--- src/rtl/iir_sched_pkg.sv ---
// Shared definitions for the time-multiplexed IIR engine: default sizes,
// coefficient address map and the scheduler state encoding.
package iir_sched_pkg;

  // Default configuration shared with the other IIR blocks.
  localparam int DEF_CH    = 2;   // channels
  localparam int DEF_NB    = 5;   // zero taps b0..b(NB-1)
  localparam int DEF_NA    = 4;   // pole taps a1..aNA
  localparam int DEF_DW    = 12;  // sample width
  localparam int DEF_CW    = 12;  // coefficient width
  localparam int DEF_AW    = 26;  // accumulator width
  localparam int DEF_SHIFT = 9;   // output scaling shift

  // Coefficient bank address map: b taps first, then a taps.
  localparam int B_BASE = 0;
  localparam int A_BASE = B_BASE + DEF_NB;

  // Scheduler states, one pass per accepted sample.
  typedef enum logic [2:0] {
    IDLE,
    LOAD,
    MAC_B,
    MAC_A,
    SCALE,
    OUT
  } state_t;

endpackage

--- src/rtl/iir_mac.sv ---
// Shared signed multiply-accumulate unit. One DWxCW product per enabled
// cycle is added to (or subtracted from) a wrapping AW-bit accumulator.
// The scaled view of the accumulator is the filter output.
module iir_mac #(
  parameter int DW    = 12,
  parameter int CW    = 12,
  parameter int AW    = 26,
  parameter int SHIFT = 9
) (
  input  logic                 clk,
  input  logic                 rst,       // asynchronous, active-low
  input  logic                 i_clr,
  input  logic                 i_en,
  input  logic                 i_sub,
  input  logic signed [DW-1:0] i_a,
  input  logic signed [CW-1:0] i_b,
  output logic signed [DW-1:0] o_scaled
);

  localparam int PW = DW + CW;

  logic signed [PW-1:0] w_prod;
  logic signed [AW-1:0] w_prod_ext;
  logic signed [AW-1:0] r_acc;

  // Size casts on signed operands sign-extend, so this is a full signed product.
  assign w_prod     = PW'(i_a) * PW'(i_b);
  assign w_prod_ext = AW'(w_prod);

  // Accumulator: clear on LOAD, add b-terms, subtract a-terms, wrap mod 2^AW.
  always_ff @(posedge clk or negedge rst) begin
    if (!rst) begin
      r_acc <= '0;
    end else if (i_clr) begin
      r_acc <= '0;
    end else if (i_en) begin
      r_acc <= i_sub ? (r_acc - w_prod_ext) : (r_acc + w_prod_ext);
    end
  end

  // Arithmetic right shift then truncation to DW bits is a plain slice.
  assign o_scaled = r_acc[SHIFT +: DW];

endmodule

--- src/rtl/iir_tdm_sched.sv ---
// Time-multiplexed direct-form IIR controller. One sample at a time walks
// LOAD -> MAC_B -> MAC_A -> SCALE -> OUT through the shared iir_mac, using
// the per-channel x/y histories and a shared coefficient bank.
module iir_tdm_sched
  import iir_sched_pkg::*;
#(
  parameter int CH    = DEF_CH,
  parameter int NB    = DEF_NB,
  parameter int NA    = DEF_NA,
  parameter int DW    = DEF_DW,
  parameter int CW    = DEF_CW,
  parameter int AW    = DEF_AW,
  parameter int SHIFT = DEF_SHIFT
) (
  input  logic                          clk,
  input  logic                          rst,        // asynchronous, active-low
  input  logic                          in_valid,
  input  logic [$clog2(CH)-1:0]         in_ch,
  input  logic signed [DW-1:0]          in_data,
  output logic                          in_ready,
  output logic                          out_valid,
  output logic [$clog2(CH)-1:0]         out_ch,
  output logic signed [DW-1:0]          out_data,
  input  logic                          coef_we,
  input  logic [$clog2(NB+NA)-1:0]      coef_addr,
  input  logic signed [CW-1:0]          coef_data,
  output logic                          busy
);

  localparam int CHW   = $clog2(CH);
  localparam int NC    = NB + NA;
  localparam int CAW   = $clog2(NC);
  localparam int TW    = $clog2(NC);
  localparam int A_OFS = B_BASE + NB;

  state_t                r_state;
  logic [TW-1:0]         r_tap;
  logic [CHW-1:0]        r_ch;
  logic signed [DW-1:0]  r_x_in;
  logic                  r_in_ready;
  logic                  r_busy;
  logic                  r_out_valid;
  logic [CHW-1:0]        r_out_ch;
  logic signed [DW-1:0]  r_out_data;

  logic signed [CW-1:0]  r_coef [NC];
  logic signed [DW-1:0]  r_xh   [CH][NB];   // index 0 = x[n]
  logic signed [DW-1:0]  r_yh   [CH][NA];   // index 0 = y[n-1]

  logic                  w_ch_ok;
  logic [CHW:0]          w_ch_ext;
  logic signed [DW-1:0]  w_mul_a;
  logic signed [CW-1:0]  w_mul_b;
  logic signed [DW-1:0]  w_scaled;

  // Out-of-range channels are accepted but never processed.
  assign w_ch_ext = {1'b0, in_ch};
  assign w_ch_ok  = (w_ch_ext < (CHW+1)'(CH));

  // Operand mux: the tap counter selects history sample and coefficient.
  // NOTE: every always_comb output gets a default first so no path leaves it unassigned (no latch).
  always_comb begin
    w_mul_a = '0;
    w_mul_b = '0;
    for (int k = 0; k < NB; k++) begin
      if (r_state == MAC_B && r_tap == TW'(k)) begin
        w_mul_a = r_xh[r_ch][k];
        w_mul_b = r_coef[B_BASE + k];
      end
    end
    for (int k = 0; k < NA; k++) begin
      if (r_state == MAC_A && r_tap == TW'(k)) begin
        w_mul_a = r_yh[r_ch][k];
        w_mul_b = r_coef[A_OFS + k];
      end
    end
  end

  iir_mac #(
    .DW    (DW),
    .CW    (CW),
    .AW    (AW),
    .SHIFT (SHIFT)
  ) u_mac (
    .clk      (clk),
    .rst      (rst),
    .i_clr    (r_state == LOAD),
    .i_en     (r_state == MAC_B || r_state == MAC_A),
    .i_sub    (r_state == MAC_A),
    .i_a      (w_mul_a),
    .i_b      (w_mul_b),
    .o_scaled (w_scaled)
  );

  // Scheduler FSM with registered handshake and result outputs.
  // NOTE: state registers use non-blocking assignments so every flop samples pre-edge values.
  always_ff @(posedge clk or negedge rst) begin
    if (!rst) begin
      r_state     <= IDLE;
      r_tap       <= '0;
      r_ch        <= '0;
      r_x_in      <= '0;
      r_in_ready  <= 1'b1;
      r_busy      <= 1'b0;
      r_out_valid <= 1'b0;
      r_out_ch    <= '0;
      r_out_data  <= '0;
    end else begin
      r_out_valid <= 1'b0;
      case (r_state)
        IDLE: begin
          if (in_valid) begin
            r_ch   <= in_ch;
            r_x_in <= in_data;
            if (w_ch_ok) begin
              r_state    <= LOAD;
              r_in_ready <= 1'b0;
              r_busy     <= 1'b1;
            end
          end
        end
        LOAD: begin
          r_tap   <= '0;
          r_state <= MAC_B;
        end
        MAC_B: begin
          if (r_tap == TW'(NB - 1)) begin
            r_tap   <= '0;
            r_state <= MAC_A;
          end else begin
            r_tap <= r_tap + 1'b1;
          end
        end
        MAC_A: begin
          if (r_tap == TW'(NA - 1)) begin
            r_tap   <= '0;
            r_state <= SCALE;
          end else begin
            r_tap <= r_tap + 1'b1;
          end
        end
        SCALE: begin
          r_state     <= OUT;
          r_out_valid <= 1'b1;
          r_out_ch    <= r_ch;
          r_out_data  <= w_scaled;
        end
        OUT: begin
          r_state    <= IDLE;
          r_in_ready <= 1'b1;
          r_busy     <= 1'b0;
        end
        default: begin
          r_state    <= IDLE;
          r_in_ready <= 1'b1;
          r_busy     <= 1'b0;
        end
      endcase
    end
  end

  // Per-channel histories: x shifts on LOAD, y shifts on OUT.
  // NOTE: these small flop arrays must power up as a clean filter state, so they take the reset like any register.
  always_ff @(posedge clk or negedge rst) begin
    if (!rst) begin
      for (int c = 0; c < CH; c++) begin
        for (int k = 0; k < NB; k++) r_xh[c][k] <= '0;
        for (int k = 0; k < NA; k++) r_yh[c][k] <= '0;
      end
    end else if (r_state == LOAD) begin
      for (int k = NB - 1; k > 0; k--) r_xh[r_ch][k] <= r_xh[r_ch][k-1];
      r_xh[r_ch][0] <= r_x_in;
    end else if (r_state == OUT) begin
      for (int k = NA - 1; k > 0; k--) r_yh[r_ch][k] <= r_yh[r_ch][k-1];
      r_yh[r_ch][0] <= r_out_data;
    end
  end

  // Coefficient bank: identity filter at reset, writable only while idle.
  always_ff @(posedge clk or negedge rst) begin
    if (!rst) begin
      for (int k = 0; k < NC; k++) r_coef[k] <= '0;
      r_coef[B_BASE] <= CW'(1 << SHIFT);
    end else if (r_state == IDLE && coef_we) begin
      for (int k = 0; k < NC; k++) begin
        if (coef_addr == CAW'(k)) r_coef[k] <= coef_data;
      end
    end
  end

  assign in_ready  = r_in_ready;
  assign busy      = r_busy;
  assign out_valid = r_out_valid;
  assign out_ch    = r_out_ch;
  assign out_data  = r_out_data;

endmodule

--- config.mk ---
export PLATFORM = sky130hd
export DESIGN_NAME = iir_tdm_sched
export DESIGN_NICKNAME = d
export VERILOG_FILES = /design/src/rtl/iir_sched_pkg.sv /design/src/rtl/iir_mac.sv /design/src/rtl/iir_tdm_sched.sv
export SDC_FILE = /design/constraint.sdc
export NUM_CORES = 1
export LEC_CHECK = 0
export ABC_AREA = 0
export BUFFER_PORTS_ARGS = -buffer_cell sky130_fd_sc_hd__buf_4
export CORE_MARGIN = 2
export CORE_UTILIZATION = 66
export CTS_BUF_LIST = sky130_fd_sc_hd__clkbuf_8
export DETAILED_ROUTE_END_ITERATION = 8
export PLACE_DENSITY_LB_ADDON = 0.15
export SYNTH_ARGS = -nofsm -noshare
export SYNTH_HDL_FRONTEND = slang
export SYNTH_SLANG_ARGS = --single-unit
--- constraint.sdc ---
create_clock -name clk -period 10.3 [get_ports clk]
set_input_delay 0.515 -clock clk [delete_from_list [all_inputs] [get_ports clk]]
set_output_delay 0.515 -clock clk [all_outputs]
set_load 0.02 [all_outputs]
* After elaboration in Yosys (flattened, before gate mapping) *
Index checks and enable logic that the tools add are counted.

word-level totals
  register bits after elaboration = 386
  latch bits = 0
  RAM bits = 0
  ROM bits = 0
  memories kept = 0

cells by class
  add/subtract/negate cells = 3
  multiply operators = 1
  divide/modulo/power cells = 0
  magnitude comparators = 3
  equal/unequal tests = 21
  shift operators = 0
  mux-type cells = 69
  bitwise gates (word level) = 3
  reduce and logical (&&, ||, !) cells = 31

operator list
  cell                  count
  $bwmux W120           5
  $bwmux W96            4
  $demux W60 S1         5
  $mux W12              20
  $mux W48              5
  $mux W60              4
  $demux W48 S1         4
  $mux W26              3
  $mux W36              2
  $mux W24              2
  $add A26 B24 Y26      1
  $sub A26 B24 Y26      1
  $mul A12 B12 Y24      1
  $reduce_and A2 Y1     11
  $eq A4 B3 Y1 const B  5
  $eq A4 B2 Y1 const B  4
  $pmux W3 S5           1
  $mux W3               4
  $pmux W4 S3           1
  $logic_and A1 B1 Y1   11
  $eq A4 B1 Y1 const B  2
  $logic_not A4 Y1      2
  $mux W4               2
  $eq A3 B2 Y1 const B  2
  20 further kinds      29

* Longest topological paths before layout *
  word-level depth = 18
  depth in mapped cells = 46
  gate-level depth less buffers = 43

* Cells and area by module *
From an unflattened synthesis, not the netlist that was laid out.

second synthesis, totals
  cell total of the unflattened synthesis = 2,098
  area total of the unflattened synthesis = 23,817.8 µm²

modules (own cells, without submodules)
  module         instances  cells an instance  area each (µm²)
  iir_tdm_sched  1          1,230              16,457.0
  iir_mac        1          868                7,360.8

* Worst setup path before layout *
No wires, ideal clock.

  path kind = flip-flop to flip-flop
  start = register r_ch
  end = register u_mac.r_acc[20]
  setup time = 129 ps
  arrival time = 9,317 ps
  data required time = 10,171 ps
  setup slack = 854 ps
  cell stages (with the launch flop) = 42
  buffers on the path = 8
  clock period less this slack = 9,446 ps
  cells stage by stage = dfrtp_1 -> buf_2 -> buf_4 -> buf_4 -> buf_4 -> buf_2 -> buf_2 -> buf_2 -> mux2i_1 -> o22ai_1 -> nor3_1 -> a21oi_1 -> a21oi_1 -> o21ai_1 -> nand2_1 -> fa_1 -> fa_1 -> fa_1 -> [... 6 more ...] -> clkbuf_1 -> nand2_1 -> o21bai_1 -> and3b_1 -> o41a_1 -> a2111oi_0 -> nor4b_1 -> a21oi_1 -> xnor2_1 -> ha_1 -> nand2_1 -> o21ai_0 -> o21bai_1 -> o41ai_1 -> xnor2_1 -> xor2_1 -> xnor2_1 -> o21ai_1

between the ends
  word-level cells in the longest chain between the ends = 18

ends and longest elaborated chain
  what                                                  RTL line                                  RTL
  start: declaration                                    iir_tdm_sched.sv:38                       logic [CHW-1:0] r_ch;
  start signal: assignment                              iir_tdm_sched.sv:113                      r_ch <= in_ch;
  $not A1 Y2 (implied by the code) *                    iir_tdm_sched.sv:67, iir_tdm_sched.sv:73
  $mux W60 (implied by the code) (3 in series)          iir_tdm_sched.sv:67                       w_mul_a = r_xh[r_ch][k];
  $mux W12 (5 in series)                                iir_tdm_sched.sv:66                       if (r_state == MAC_B && r_tap == TW'(k)) begin
  $mux W12 (3 in series)                                iir_tdm_sched.sv:72                       if (r_state == MAC_A && r_tap == TW'(k)) begin
  $mux W12 *                                            iir_tdm_sched.sv:72
  $mul A12 B12 Y24 *                                    iir_mac.sv:27                             assign w_prod = PW'(i_a) * PW'(i_b);
  $add A26 B24 Y26 or $sub A26 B24 Y26 (tied branches)  iir_mac.sv:37                             r_acc <= i_sub ? (r_acc - w_prod_ext) : (r_acc + w_prod_ext);
  $mux W26 *                                            iir_mac.sv:37
  $mux W26 *                                            iir_mac.sv:36                             end else if (i_en) begin
  $mux W26 *                                            iir_mac.sv:34                             end else if (i_clr) begin
  end signal: assignment                                iir_mac.sv:37
  end: declaration                                      iir_mac.sv:24                             logic signed [AW-1:0] r_acc;

Mark *: on every way between the ends. The rest lies on a longest branch, timed or not. The select of a mux whose other input is x is not followed.
A chain may end at the register's enable or synchronous reset.

* Final worst setup path *
  start = register r_tap[2]
  end = register u_mac.r_acc[20]

between the ends
  word-level cells in the longest chain between the ends = 16

ends and longest elaborated chain
  what                                                  RTL line                                  RTL
  start: declaration                                    iir_tdm_sched.sv:37                       logic [TW-1:0] r_tap;
  start signal: assignment                              iir_tdm_sched.sv:131                      r_tap <= r_tap + 1'b1;
  start signal: assignment                              iir_tdm_sched.sv:139                      r_tap <= r_tap + 1'b1;
  $logic_not A4 Y1                                      iir_tdm_sched.sv:66, iir_tdm_sched.sv:72
  $logic_and A1 B1 Y1                                   iir_tdm_sched.sv:66
  $mux W12 (5 in series)                                iir_tdm_sched.sv:66
  $mux W12 (4 in series)                                iir_tdm_sched.sv:72
  $mul A12 B12 Y24 *                                    iir_mac.sv:27
  $add A26 B24 Y26 or $sub A26 B24 Y26 (tied branches)  iir_mac.sv:37
  $mux W26 *                                            iir_mac.sv:37
  $mux W26 *                                            iir_mac.sv:36
  $mux W26 *                                            iir_mac.sv:34

Marks and branches as above.

==> impl_metrics.tcl <==
set metrics [dict create \
    outcome "finished, final reports clean" \
    cts_sinks 381 \
    cts.path.max_buffers 3 \
    critPathLaunchType "register" \
    die_w_microns 192 \
    skew_ns 0.0597 \
    num_antenna_cells 0 \
    remaining_drc_errors 0 \
    tns_ns 0 \
    criticalPathCategory "reg -> reg" \
    ys.flop_type "dfrtp_1" \
    path_max_fanout 14 \
    clkLatencyLatePin_ns 0.68 \
    synth_area_sq_um 23200 \
    fin_crit_ns 9.74 \
    syn_avg_cell_area_sq_um 10.2 \
    critPathTopFamily "compound AO/OA/AOI/OAI gates" \
    ys_seq_area_frac 0.411 \
    grt_max_degree 93 \
    grt_pass1_vias 17400 \
    max-cap-violations 0 \
    rrSetupSlack_ns 0.56 \
    track_usage 0.321 \
    synth_edf_count 0 \
    min_period_over_period 0.946 \
    cp_slowest_stage_delay_ns 0.58 \
    vias 17200 \
    synth_area_leaders "dfrtp_1, fa_1, mux2_2" \
    min_path_type "in -> reg" \
    setup_viol 0 \
    synth_top_family_by_area "adder cells" \
    post-dp-hpwl_microns 41500 \
    final_common_cell "dfrtp_1" \
    met3_length_microns 3240 \
    initial_core_util 0.670 \
    synth-xor-area-share 0.0225 \
    fin_hold_ws_ns 0.0868 \
    cts_tree "yes" \
    final_cells 2849 \
    met2WireLength_microns 27200 \
    portBuffers 48 \
    antenna_found_initial 0 \
    drtIter0Drc 1354 \
    cp.required_ns 10.78 \
    routed_wl_microns 57000 \
    finalNetCount 2577 \
    fin_area_sq_um 25600 \
    htree_levels 2 \
    dieArea_sq_um 36700 \
    drtAntennaViolNets 0 \
    max_freq_mhz 103 \
    slew_headroom 0.181 \
    yosysWarnings 0 \
    cts_buffers 60 \
    yosysTopAreaCellShare 0.408 \
    dpl_cell_area_sq_um 24200 \
    synthAdderAreaFrac 0.144 \
    post-synth-top-area-cell "dfrtp_1" \
    routed.top_layer "met4" \
    drv_slew 0 \
    synth_compound_area_frac 0.119 \
    slowest_stage "fa_1" \
    synth_cells 2282 \
    synth_simple_gate_area_share 0.119 \
    ys_types 82 \
    wl_met1_microns 24900 \
    worstPathArrival_ns 10.22 \
    n_fill_cell 2468 \
    syn2layout_area_growth_pct 10.4 \
    endpoint_kind "register" \
    core_area_sq_um 34600 \
    gp_congestion 0.940 \
    synth_seq_cells 381 \
    io_pins 49 \
    async_flop_share 1.00 \
    cts.clk_slew.worst_paths_ns 0.06 \
    dieHeight_microns 192 \
    syn_nets 2509 \
    first_pass_iters 6 \
    crit_top_cell "inv_1" \
    dp.cells 2734 \
    num_rows 68 \
    root_buffer "clkbuf_8" \
    grt.overflow.total 0 \
    synth_mux_area_frac 0.135 \
    drive_above_1_share 0.190 \
    hold_viol 0 \
    worstPathBufferInverterCount 8 \
    tightest_slew_ns 1.22 \
    drt-vias-per-instance 6.04 \
    final_cell_mix "dfrtp_1, nor2_1, nand2_1" \
    grt_pass1_wl_microns 91700 \
    wl_per_cell_microns 20.0 \
]
## logic make-up after synthesis
logic type      after synthesis
compound gates              451
xor+xnor                     58
fa+ha+maj                   194
buf+inv                     287
flops                       381
mux                         290
simple gates                621
## metal layers
layer | global-route usage | up-vias
li1 | - | 7938
met1 | 0.448 | 8604
met2 | 0.516 | 553
met3 | 0.0474 | 112
met4 | 0.116 | 0
met5 | 0 | -
## registers in the layout (all words and copies together), names as in the netlist
register	flops
r_ch	1
r_state	3
r_yh	96
u_mac.r_acc	21
r_xh	120
r_coef	108
out_valid	1
r_tap	4
r_x_in	12
busy	1
in_ready	1
out_data	12
out_ch	1
## cell usage after synthesis (12+ instances only)
cell        n
dfrtp_1   379
nand2_1   201
o211ai_1   15
nand2b_1   16
mux2i_1   100
xnor2_1    31
nand3_1    27
xor2_1     26
ha_1       72
inv_1     168
buf_2      21
a21oi_1   195
o21ai_1    15
fa_1      122
o21a_1     12
mux2_2    190
a31oi_1    13
o21ai_0    91
and2_1     17
nor2_1    257
nor3_1     31
nor2b_1    15
clkbuf_1   83
## cell type report
class / instances / area [sq um] / share of cell area
timing repair buffer: 124 / 970 / 0.0378
sequential: 381 / 9540 / 0.372
clock buffer: 79 / 1090 / 0.0424
inverter: 169 / 639 / 0.0249
tap: 455 / 569 / 0.0222
clock inverter: 27 / 158 / 0.00615
multi-input combinational: 1614 / 12700 / 0.494
## worst paths after layout
| check | startpoint | endpoint | depth (start not counted) |
|---|---|---|---|
| min in group asynchronous | rst | r_x_in[6] | 2 |
| max in group asynchronous | rst | r_yh[0] | 4 |
| worst min-delay path | in_data[10] | r_x_in[10] | 2 |
| worst min register to register | r_yh[19] | r_yh[19] | 2 |
| worst max-delay path | r_tap[2] | u_mac.r_acc[20] | 42 |
| worst max register to register | r_tap[2] | u_mac.r_acc[20] | 42 |
## metrics by stage
stage          setup WS (ns)   util
6_report               0.561  0.740
5_1_grt              -0.0333  0.740
4_1_cts               0.0527  0.736
3_5_place_dp          0.0969  0.700
3_3_place_gp           0.292  0.700
2_1_floorplan          0.854      -
## what timing repair did
item	CTS	global route
gates resized for setup	0	26
setup endpoints to repair	0	4
endpoints found under the hold margin	77	0
hold buffers	1	0
setup buffers	0	7
Power is left out: the tool's default activity adds up to more than one toggle a clock period on the data nets, which glitch-free logic cannot reach.
